`config.mk`:
```
export PLATFORM = sky130hd
export DESIGN_NAME = lsu_ctrl
export DESIGN_NICKNAME = d
export VERILOG_FILES = /design/src/rtl/lsu_pkg.sv /design/src/rtl/load_extend.sv /design/src/rtl/lsu_ctrl.sv
export SDC_FILE = /design/constraint.sdc
export NUM_CORES = 1
export LEC_CHECK = 0
export CAP_MARGIN = 20
export CORE_MARGIN = 4
export CORE_UTILIZATION = 43
export DETAILED_ROUTE_END_ITERATION = 10
export PLACE_DENSITY = 0.81
export SYNTH_ARGS = -nofsm -noshare
export SYNTH_HDL_FRONTEND = slang
export SYNTH_SLANG_ARGS = --single-unit
export TNS_END_PERCENT = 1
```
`constraint.sdc`:
```
create_clock -name clk -period 2.32 [get_ports clk]
set_clock_uncertainty 0.2 [all_clocks]
set_input_delay 0.464 -clock clk [delete_from_list [all_inputs] [get_ports clk]]
set_output_delay 0.464 -clock clk [all_outputs]
set_load 0.05 [all_outputs]
```
`src/rtl/lsu_pkg.sv`:
```
// Shared constants, state encoding and request-decode helpers for the load/store control unit.
package lsu_pkg;

   localparam logic [2:0] F3_B  = 3'b000;
   localparam logic [2:0] F3_H  = 3'b001;
   localparam logic [2:0] F3_W  = 3'b010;
   localparam logic [2:0] F3_BU = 3'b100;
   localparam logic [2:0] F3_HU = 3'b101;

   localparam logic [3:0] BE_NONE = 4'b0000;
   localparam logic [3:0] BE_B    = 4'b0001;
   localparam logic [3:0] BE_H    = 4'b0011;
   localparam logic [3:0] BE_W    = 4'b1111;

   typedef enum logic [1:0] {IDLE, ACCESS, RESP} lsu_state_t;

   function automatic logic f3_legal(input logic is_store, input logic [2:0] f3);
      if (is_store) return (f3 == F3_B) || (f3 == F3_H) || (f3 == F3_W);
      return (f3 == F3_B) || (f3 == F3_H) || (f3 == F3_W) || (f3 == F3_BU) || (f3 == F3_HU);
   endfunction

   function automatic logic misaligned(input logic [2:0] f3, input logic [1:0] off);
      return (((f3 == F3_H) || (f3 == F3_HU)) && off[0]) || ((f3 == F3_W) && (off != 2'b00));
   endfunction

   // Drop the offset bits that a halfword/word access cannot use.
   function automatic logic [1:0] align_off(input logic [2:0] f3, input logic [1:0] off);
      if ((f3 == F3_H) || (f3 == F3_HU)) return {off[1], 1'b0};
      if (f3 == F3_W) return 2'b00;
      return off;
   endfunction

endpackage

```
`src/rtl/load_extend.sv`:
```
// Selects the addressed byte/halfword of a memory word and sign- or zero-extends it.
module load_extend
   import lsu_pkg::*;
(
   input  logic [31:0] rdata_i,
   input  logic [1:0]  off_i,
   input  logic [2:0]  funct3_i,
   output logic [31:0] result_o
);

   logic [7:0]  byte_v;
   logic [15:0] half_v;

   always_comb begin
      byte_v = rdata_i[7:0];
      case (off_i)
         2'd1:    byte_v = rdata_i[15:8];
         2'd2:    byte_v = rdata_i[23:16];
         2'd3:    byte_v = rdata_i[31:24];
         default: byte_v = rdata_i[7:0];
      endcase
      half_v = off_i[1] ? rdata_i[31:16] : rdata_i[15:0];

      case (funct3_i)
         F3_B:    result_o = {{24{byte_v[7]}}, byte_v};
         F3_BU:   result_o = {24'h0, byte_v};
         F3_H:    result_o = {{16{half_v[15]}}, half_v};
         F3_HU:   result_o = {16'h0, half_v};
         F3_W:    result_o = rdata_i;
         default: result_o = 32'h0;
      endcase
   end

endmodule

```
`src/rtl/lsu_ctrl.sv`:
```
// Load/store control unit: one request at a time, one-cycle memory access, held response.
// Optional build macro LSU_MISALIGN_TRAP_EN turns misaligned halfword/word accesses into errors.
module lsu_ctrl
   import lsu_pkg::*;
#(
   parameter int unsigned ADDR_W = 12
) (
   input  logic              clk,
   input  logic              rst_n,
   input  logic              req_valid,
   output logic              req_ready,
   input  logic              req_is_store,
   input  logic [2:0]        req_funct3,
   input  logic [31:0]       req_addr,
   input  logic [31:0]       req_wdata,
   output logic              rsp_valid,
   input  logic              rsp_ready,
   output logic [31:0]       rsp_data,
   output logic              rsp_err,
   output logic [ADDR_W-1:0] mem_adr,
   output logic [31:0]       mem_wdata,
   output logic [3:0]        mem_we,
   output logic              mem_ld,
   output logic              mem_str,
   input  logic [31:0]       mem_rdata
);

   lsu_state_t        state_q, state_d;
   logic              is_store_q;
   logic [2:0]        funct3_q;
   logic [ADDR_W-1:0] word_q;
   logic [1:0]        off_q;
   logic [31:0]       wdata_q;
   logic [31:0]       rsp_data_q, rsp_data_d;
   logic              rsp_err_q, rsp_err_d;
   logic              capture;
   logic              req_legal;
   logic [31:0]       ld_ext;
   logic              unused_addr;

   assign unused_addr = ^req_addr[31:ADDR_W+2];

   always_comb begin
`ifdef LSU_MISALIGN_TRAP_EN
      req_legal = f3_legal(req_is_store, req_funct3) && !misaligned(req_funct3, req_addr[1:0]);
`else
      req_legal = f3_legal(req_is_store, req_funct3);
`endif
   end

   load_extend u_load_extend (
      .rdata_i  (mem_rdata),
      .off_i    (off_q),
      .funct3_i (funct3_q),
      .result_o (ld_ext)
   );

   always_comb begin
      state_d    = state_q;
      rsp_data_d = rsp_data_q;
      rsp_err_d  = rsp_err_q;
      capture    = 1'b0;
      req_ready  = 1'b0;
      rsp_valid  = 1'b0;
      mem_adr    = '0;
      mem_wdata  = 32'h0;
      mem_we     = BE_NONE;
      mem_ld     = 1'b0;
      mem_str    = 1'b0;
      unique case (state_q)
         IDLE: begin
            req_ready = 1'b1;
            if (req_valid) begin
               capture = 1'b1;
               if (req_legal) begin
                  state_d = ACCESS;
               end else begin
                  state_d    = RESP;
                  rsp_err_d  = 1'b1;
                  rsp_data_d = 32'h0;
               end
            end
         end
         ACCESS: begin
            mem_adr   = word_q;
            rsp_err_d = 1'b0;
            state_d   = RESP;
            if (is_store_q) begin
               mem_str    = 1'b1;
               rsp_data_d = 32'h0;
               case (funct3_q)
                  F3_B: begin
                     mem_we    = BE_B << off_q;
                     mem_wdata = {4{wdata_q[7:0]}};
                  end
                  F3_H: begin
                     mem_we    = BE_H << {off_q[1], 1'b0};
                     mem_wdata = {2{wdata_q[15:0]}};
                  end
                  F3_W: begin
                     mem_we    = BE_W;
                     mem_wdata = wdata_q;
                  end
                  default: begin
                     mem_we    = BE_NONE;
                     mem_wdata = 32'h0;
                  end
               endcase
            end else begin
               mem_ld     = 1'b1;
               rsp_data_d = ld_ext;
            end
         end
         RESP: begin
            rsp_valid = 1'b1;
            if (rsp_ready) begin
               state_d    = IDLE;
               rsp_data_d = 32'h0;
               rsp_err_d  = 1'b0;
            end
         end
         default: state_d = IDLE;
      endcase
   end

   assign rsp_data = rsp_data_q;
   assign rsp_err  = rsp_err_q;

   always_ff @(posedge clk or negedge rst_n) begin
      if (!rst_n) begin
         state_q    <= IDLE;
         is_store_q <= 1'b0;
         funct3_q   <= 3'b000;
         word_q     <= '0;
         off_q      <= 2'b00;
         wdata_q    <= 32'h0;
         rsp_data_q <= 32'h0;
         rsp_err_q  <= 1'b0;
      end else begin
         state_q    <= state_d;
         rsp_data_q <= rsp_data_d;
         rsp_err_q  <= rsp_err_d;
         if (capture) begin
            is_store_q <= req_is_store;
            funct3_q   <= req_funct3;
            word_q     <= req_addr[ADDR_W+1:2];
            off_q      <= align_off(req_funct3, req_addr[1:0]);
            wdata_q    <= req_wdata;
         end
      end
   end

endmodule

```
==> Word level (Yosys, flattened, before mapping) <==
Cells that the tools add are included.
{ "totals": {"output_inout_bits": 85, "reg_bits": 85, "in_bits": 104} }
{ "op_classes": {"muxes": 43, "n_eq_ne": 16, "shift": 2, "n_reduce_logical": 11} }
{ "ops": {"columns": ["cell", "n"], "rows": [
  ["$mux W32", 6],
  ["$pmux W32 S3", 2],
  ["$pmux W32 S5", 1],
  ["$pmux W8 S3", 1],
  ["$mux W1", 19],
  ["$mux W16", 1],
  ["$mux W2", 7],
  ["$eq A3 B3 Y1 const B", 4],
  ["$mux W12", 1],
  ["$pmux W4 S3", 1],
  ["$mux W4", 2],
  ["$eq A2 B2 Y1 const B", 3],
  ["$eq A3 B1 Y1 const B", 2],
  ["$eq A3 B2 Y1 const B", 2],
  ["$logic_not A3 Y1", 2],
  ["$ne A2 B2 Y1 const B", 3],
  ["$pmux W2 S3", 1],
  ["$logic_or A1 B1 Y1", 5],
  ["$eq A2 B1 Y1 const B", 2],
  ["$reduce_and A4 Y1", 1],
  ["$shl A1 B2 Y4 const A", 1],
  ["$shl A2 B2 Y4 const A", 1],
  ["$pmux W1 S3", 1],
  ["$reduce_bool A3 Y1", 1],
  ["other kinds (2)", 2]
]} }

==> Longest topological paths before layout <==
Gate-level depths: netlist (run 1).
{ "logic_depth": {"word_depth": 9, "mapped_depth": 7} }

==> By module <==
A second synthesis (run 1) with hierarchy kept.
{ "unflattened": {"hier_cells": 520, "hier_area_um2": 5231.3} }
{ "by_module_without_submodules": {"columns": ["module", "n_inst", "seq_area_each_um2", "cells_each", "area_each_um2"], "rows": [
  ["lsu_ctrl", 1, 2127.0, 392, 4165.2],
  ["load_extend", 1, 0.0, 128, 1066.0]
]} }

==> Worst setup path after synthesis (run 1) <==
OpenSTA, ideal clock, no wires.
{ "synth_path": {"kind": "register -> output", "startpoint": "reg state_q[1]", "endpoint": "out mem_wdata[11]", "arrival_ps": 2266, "t_required_ps": 1656, "setup_slack_ps": -610, "path_stages_with_launch": 7, "cell_sequence": "dfrtp_1 -> inv_1 -> ha_1 -> and2_1 -> nand2_1 -> clkbuf_1 -> nor2_1"} }
{ "synth_between": {"elab_chain_len": 2} }
{ "synth_lines": {"columns": ["item", "line", "source"], "rows": [
  ["start, declared", "lsu_ctrl.sv:28", "lsu_state_t state_q, state_d;"],
  ["start signal, assigned", "lsu_ctrl.sv:140", "state_q <= state_d;"],
  ["$eq A2 B1 Y1", "lsu_ctrl.sv:70", "unique case (state_q)"],
  ["$mux W32", "lsu_ctrl.sv:70", null],
  ["end, declared", "lsu_ctrl.sv:21", "output logic [31:0] mem_wdata,"]
]} }
No other way between the ends.

==> Worst setup path after layout (run 1) <==
{ "layout_path": {"startpoint": "reg state_q[1]", "endpoint": "out mem_we[0]"} }
{ "layout_between": {"elab_chain_len": 2} }
{ "layout_lines": {"columns": ["item", "line", "source"], "rows": [
  ["$eq A2 B1 Y1", "lsu_ctrl.sv:70", null],
  ["$mux W4", "lsu_ctrl.sv:70", null],
  ["end, declared", "lsu_ctrl.sv:22", "output logic [3:0] mem_we,"]
]} }
No other way between the ends.

==> metrics list, run 1 <==
* Result of the run: finished with violations
- Violated checks: negative setup slack
* Via count normalized by instance count: 5.69
- Switching share of power: 43.7%
- Power density cells: 1290 mW/mm²
* Clock network fraction of design power: 12.9%
- Antenna viol nets, final: 0
- Along the worst path, the maximum fanout reaches 6.
* Timing-limited maximum frequency: 399 MHz
- Count of final setup violators: 37
- The floorplan step defined a core boundary enclosing 0.0103 mm².
* Post-placement setup slack: -0.293 ns
- The first global-routing pass estimated 23.2 mm of wire.
- Antenna diode count: 0
- CTS saw 85 sinks.
- Ratio of final minimum period to clock period: 108%
- Data arrival at the endpoint of the critical path: 1.84 ns
- Area occupied by multi-input gates: 0.00272 mm²
- Relative to the synthesized area, the layout overhead comes to 75.5%.
* Vias: 4207
* Synth top area share: 47.3%
- Largest buffer count on any clock path: 2
* H-tree levels: 3
* Count of unresolved DRC violations after routing: 0
* Peak supply drop: 0.000661 V
- The most used flip-flop cell after synthesis is sky130_fd_sc_hd__dfrtp_1.
- Main area contributors after synthesis: sky130_fd_sc_hd__dfrtp_1, sky130_fd_sc_hd__mux2_2, sky130_fd_sc_hd__o2bb2ai_1
* Final routed wirelength across all metal layers: 15.4 mm
* Max Slew Vio Count: 0
- Slew margin rel.: 52.4%
* Fraction of final layout cells sized beyond drive strength 1: 41.5%
* Sequential Area: 0.00213 mm²
- After synthesis, the share of flip-flops with an asynchronous set or reset is 100%.
- Adding up every negative setup slack in the final design gives -5.02 ns.
- Number of enable flip-flop cells after synthesis: 0
- Detailed placement HPWL: 10.5 mm
* Initial antenna violation count: 0
* Number of distinct library cells after synthesis: 45
* TritonCTS clock tree: built
- The floorplan step defined a die boundary enclosing 0.0122 mm².
- The internal portion of the total power is 5.75 mW.
- Die Height: 110 µm
* Utilization after layout: 76.9%
- Post-synthesis sequential area ratio: 47.3%
* Shortest period the worst path allows: 2.50 ns
- Floorplan die width: 110 µm
- Detailed Route Iter0 Violations: 196
* Final Hold Viols: 0
* Tot Pwr: 10.2 mW
* Tightest Hold Check Type: reg2reg
- The first TritonRoute pass finished after 4 iterations.
* Warnings from Yosys: 0
- STA classifies the critical path endpoint as a primary output.
* Port bufs: 170
* Gpl congestion: 0.810
- Setup repair after global routing missed its margin: true
* Clock Pin Slew Worst Setup and Hold Paths: 0.09 ns
- For this run, the total global-route usage over all layers was measured as 25.1%.
- STA puts the critical path data required time at 1.66 ns.
- Cell type contributing the most total cell area after synthesis: sky130_fd_sc_hd__dfrtp_1
- Congestion Overflow GR: 0
- The path with the worst hold slack has its endpoint at rsp_data[12].
- Counting cells, the worst reg-to-reg path comes to 9.
* Transition time of the tightest slew-check pin: 0.711 ns
- Across the run, the number of max-cap violations was 0.
* Mapped cell area: 0.00450 mm²
* Combinational cell fraction of total power: 62.2%
- The layout has 667 filler cells.
- The tree is rooted in a sky130_fd_sc_hd__clkbuf_8.
- Entering global routing, the biggest net connects 49 pins.
- After detailed routing, the average wire length per cell comes to 20.8 µm.
- For flop-to-flop paths, the worst setup slack is 0.08 ns.
- Site row count: 37
- Summed over all nets, the switching power comes to 4.45 mW.
- Buffers inserted during clock tree synthesis total 9.
* Number of cells in the finished layout apart from fillers: 739
- Reg-to-Reg Start: state_q[1]
- Final critical-path setup slack: -0.185 ns
- Clock Latency Late Sink: 0.36 ns
- Once the floorplan was initialized, standard cells occupied 43.8% of the core.
- Inst Count DP: 711
- After synthesis the netlist holds a flip-flop and latch count of 85.
- The worst hold path begins at rsp_data[12].
- Leak: 3.08 nW
- Design Area, Final: 0.00790 mm²
* Number of ports placed on the die boundary: 189
* R2R Path End: rsp_data[9]
- After the last flow step, the layout net total stands at 705.
- Synthesis handed over a netlist of 415 instances.
* Startpoint types: register
- Type of the worst setup path: reg2out
* Fraction of power consumed by sequential logic: 24.9%
- Final hold analysis gives a worst-case slack of 0.300 ns.
- Counting instances, the worst hold path has a depth of 1.
- Post-synth net total: 522
* Via count of the first global-routing pass: 4509
- Mean cell area of the mapped netlist: 10.8 µm²
* Placed Instance Area: 0.00714 mm²
## cell type report
cell class | instances | area share, %
Timing Repair Buffer | 206 | 32.8
Clock buffer | 10 | 1.74
Clock inverter | 6 | 1.39
Inverter | 12 | 0.570
Tap cell | 136 | 2.15
Sequential cell | 85 | 26.9
Multi-Input combinational cell | 284 | 34.4
## cells in the final DEF (no fill, tap or decap), types with 9 or more instances in the layout
cell | synthesis | routed
sky130_fd_sc_hd__and2_4 | 0 | 9
sky130_fd_sc_hd__nor2b_4 | 0 | 10
sky130_fd_sc_hd__o2bb2ai_1 | 24 | 24
sky130_fd_sc_hd__a211oi_1 | 16 | 16
sky130_fd_sc_hd__mux2_2 | 56 | 56
sky130_fd_sc_hd__buf_4 | 0 | 27
sky130_fd_sc_hd__a21oi_1 | 31 | 18
sky130_fd_sc_hd__buf_12 | 0 | 54
sky130_fd_sc_hd__dfrtp_1 | 85 | 84
sky130_fd_sc_hd__a21oi_2 | 2 | 13
sky130_fd_sc_hd__inv_1 | 12 | 11
sky130_fd_sc_hd__and2_1 | 22 | 13
sky130_fd_sc_hd__clkdlybuf4s50_1 | 0 | 117
sky130_fd_sc_hd__nor2_4 | 0 | 20
sky130_fd_sc_hd__clkbuf_8 | 0 | 10
## critical path, stage by stage (launching register included)
cell                      delay, ns
sky130_fd_sc_hd__dfrtp_1       0.41
sky130_fd_sc_hd__inv_2         0.08
sky130_fd_sc_hd__ha_4          0.13
sky130_fd_sc_hd__and2_4        0.16
sky130_fd_sc_hd__nand2_4       0.07
sky130_fd_sc_hd__a21oi_4       0.16
sky130_fd_sc_hd__buf_6         0.16
sky130_fd_sc_hd__nor2b_4       0.16
sky130_fd_sc_hd__buf_12        0.14
## registers in the layout, indices dropped and copies added, names as in the netlist
name        cells
rsp_data       32
rsp_err         1
funct3_q        3
state_q         2
wdata_q        32
is_store_q      1
word_q         12
off_q           2
## power groups by stage
stage / sequential [mW] / clock [mW] / combinational [mW]
after global routing: 2.60 / 1.39 / 6.70
final: 2.54 / 1.32 / 6.34
after global placement: 2.42 / 0 / 5.10
after detailed placement: 2.46 / 0 / 5.25
after floorplan: 2.64 / 0 / 3.39
after CTS: 2.49 / 1.33 / 6.04
## routing by layer
| metal | track usage, % | routed length [µm] | up-vias |
|---|---|---|---|
| met5 | 0 | 0 | - |
| met4 | 8.71 | 284 | 0 |
| met3 | 9.44 | 1590 | 26 |
| met2 | 43.4 | 7740 | 194 |
| met1 | 28.3 | 5740 | 2083 |
| li1 | - | - | 1904 |
## kinds of logic after synthesis
group                    count (synthesis)  share of synthesized area (%)
AO/OA/AOI/OAI                          126                           21.2
AND/OR/NAND/NOR                         95                           11.4
flip-flops                              85                           47.3
multiplexers                            59                           14.7
buffers and inverters                   47                           4.67
adder cells (fa/ha/maj)                  3                          0.834
## how the worst max path moves through the flow
| stage | startpoint | to | cells after the start |
|---|---|---|---|
| 2_1_floorplan | state_q[1] | mem_wdata[0] | 7 |
| 3_3_place_gp | funct3_q[0] | mem_wdata[22] | 4 |
| 3_5_place_dp | mem_rdata[31] | rsp_data[20] | 5 |
| 4_1_cts | state_q[1] | mem_we[0] | 8 |
| 5_1_grt | state_q[1] | mem_we[0] | 8 |
| 6_report | state_q[1] | mem_we[0] | 8 |
## cells in the mapped netlist (6+ instances only)
master and number:
sky130_fd_sc_hd__dfrtp_1 85, sky130_fd_sc_hd__mux2_2 56, sky130_fd_sc_hd__a21oi_1 31, sky130_fd_sc_hd__nor2_1 31, sky130_fd_sc_hd__o2bb2ai_1 24, sky130_fd_sc_hd__and2_1 22, sky130_fd_sc_hd__a211oi_1 16, sky130_fd_sc_hd__a2bb2oi_1 16
sky130_fd_sc_hd__clkbuf_1 16, sky130_fd_sc_hd__nor2b_1 13, sky130_fd_sc_hd__inv_1 12, sky130_fd_sc_hd__buf_2 9, sky130_fd_sc_hd__a221oi_1 8, sky130_fd_sc_hd__buf_1 7, sky130_fd_sc_hd__nand2_1 7, sky130_fd_sc_hd__nor3_1 7
sky130_fd_sc_hd__o32ai_1 7, sky130_fd_sc_hd__o22ai_1 6
## repair_timing
| action | 4_1_cts | 5_1_grt |
|---|---|---|
| setup endpoints to repair | 40 | 37 |
| hold buffers | 1 | 0 |
| endpoints found under the hold margin | 37 | 0 |
| buffers inserted | 5 | 2 |
| resized for setup | 54 | 22 |
| pin swaps | 6 | 18 |
| cloned | 3 | 1 |
Note: power is estimated with default switching activity, not from simulation.
==> run 2, diff against run 1 <==
- CORE_UTILIZATION: 43 -> 47
- PLACE_DENSITY: 0.81 -> 0.87
- clock period: 2.32 -> 3.2 ns (I/O delays scaled with it)
==> metrics list, run 2 (synthesized netlist as in run 1, its figures left out) <==
- Critical path's slowest cell: sky130_fd_sc_hd__clkdlybuf4s50_1
- Across the VDD grid, the largest voltage drop is 0.000446 V.
- Global-route wire length before repair: 22.1 mm
* Post-CTS Hold Fix Bufs: 0
- Crit path capture type: primary output
- Result of the run: finished clean
* Slew margin rel.: 56.8%
- The top cell types in the final layout, fill and taps aside, are sky130_fd_sc_hd__clkdlybuf4s50_1, sky130_fd_sc_hd__dfrtp_1, sky130_fd_sc_hd__mux2_2.
- Cell depth of the worst setup path: 4
- TritonCTS built the clock tree.
- Antenna viol nets, final: 0
- After clock tree synthesis, the setup repair step added 0 buffers.
- Tot Pwr: 6.07 mW
- Broken down by cell family, the worst path's largest delay share belongs to buffers and inverters.
- The pre-antenna-repair detailed-routing pass consisted of 4 iterations.
- H-tree levels: 3
- Tot GR Track Use: 24.7%
* Number of buffers inserted during clock tree synthesis: 9
* Sequential Area: 0.00213 mm²
- Average wire per standard cell: 19.0 µm
- Reg-to-Reg Start: funct3_q[1]
* Number of maximum-capacitance constraint violations: 0
- Length in cells of the worst reg-to-reg path: 6
- Gates resized during post-CTS repair numbered 1.
* Number of fill cells in the layout: 637
* Area occupied by multi-input gates: 0.00218 mm²
* Area enclosed by the die boundary: 0.0112 mm²
* Startpoint types: register
- Bufs and invs on worst path: 2
- Utilization after layout: 74.5%
- At the placement stage, the worst setup path has a slack of 0.415 ns.
- Required time of the worst setup path: 2.36 ns
- Once the floorplan was initialized, standard cells occupied 48.5% of the core.
* Tightest Hold Check Type: in2async
* Setup repair after global routing missed its margin: false
- The area growth from synthesis to layout is 53.8%.
* Data arrival at the endpoint of the critical path: 2.13 ns
- Hold Slack: 0.0639 ns
* Maximum fanout along the worst path: 15
* Number of ports placed on the die boundary: 189
- The final route contains 4028 vias.
- Power density cells: 878 mW/mm²
* Port bufs: 170
- Fraction of final layout cells sized beyond drive strength 1: 23.2%
- For this block, the initial DRC count from the detailed router was 174.
- In this run the core area contains 35 standard-cell rows.
- Traced cell by cell, the critical path runs through inv_1 > ha_4 > and2_1 > clkdlybuf4s50_1.
- Antenna diode count: 0
- The number of global-route vias before repair came to 4372.
- Transition time of the tightest slew-check pin: 0.648 ns
* Floorplan die width: 106 µm
- The routed design could run at a clock period as short as 2.97 ns.
* Max Slew Vio Count: 0
- Clk sink count: 85
* Nets: 683
- The worst setup path is of the reg2out kind.
* Final critical-path setup slack: 0.231 ns
* Buffer type at the clock tree root: sky130_fd_sc_hd__clkbuf_8
- Ratio of final minimum period to clock period: 92.8%
- Entering global routing, the biggest net connects 53 pins.
- Summed over all layers, the global routing overflow is 0.
- Post-route setup TNS: 0 ns
* Most frequent standard cell in the layout excluding fill and tap cells: sky130_fd_sc_hd__clkdlybuf4s50_1
- In this run the register-to-register setup slack is 0.74 ns.
- Clock Latency Late Sink: 0.34 ns
- Detailed placement HPWL: 10.3 mm
- Tracing the worst setup path back leads to its startpoint at state_q[1].
- The routed design has 13.5 mm of wire.
* Final Hold Viols: 0
* Clock Pin Slew Worst Setup and Hold Paths: 0.09 ns
- Initial antenna violation count: 0
- Die Height: 106 µm
* Largest buffer count on any clock path: 2
- Setup violations remaining at the end of the flow were counted as 0.
- Via count normalized by instance count: 5.67
* Count of unresolved DRC violations after routing: 0
* Leak: 2.75 nW
* Gpl congestion: 0.849
* Timing-limited maximum frequency: 337 MHz
- Core region area: 0.00928 mm²
- CP max stage delay: 0.84 ns
-- run 2: layer usage --
layer	vias to the layer above	wire length (µm)	track usage, %
met1	1948	5030	28.1
met4	0	247	8.79
met5	-	0	0
met3	27	1440	9.43
li1	1852	-	-
met2	201	6760	42.3
-- run 2: where the power goes --
group          internal, mW  switching [mW]  leakage (nW)
clock network         0.484           0.376         0.110
logic                  1.50            1.93          1.57
registers              1.48           0.307          1.07
-- run 2: path summary, 6_finish.rpt --
check,endpoint
worst max-delay path,mem_str
worst min-delay path,rsp_data[19]
worst max register to register,rsp_data[25]
worst min register to register,rsp_data[29]
max in group asynchronous,wdata_q[9]
min in group clk,rsp_data[29]
-- run 2: final cells by class --
cell class | count | area share (%)
Clock buffer | 13 | 2.30
Clock inverter | 3 | 0.976
Inverter | 12 | 0.651
Multi-Input combinational cell | 283 | 31.5
Sequential cell | 85 | 30.7
Tap cell | 129 | 2.33
Timing Repair Buffer | 185 | 31.5
-- run 2: worst reg2reg max path, delay by kind of cell, from the launching register on --
family                 cells  cell delay [ns]
and+or+nand+nor            2             0.61
AOI/OAI and AO/OA          2             0.47
buffers and inverters      2             0.48
DFF                        1             0.58
-- run 2: per-stage QoR --
| stage | std cells | area (µm²) |
|---|---|---|
| after floorplan | 415 | 4500 |
| after global placement | 694 | 6680 |
| after detailed placement | 694 | 6680 |
| after CTS | 710 | 6910 |
| after global routing | 710 | 6920 |
| final | 710 | 6920 |
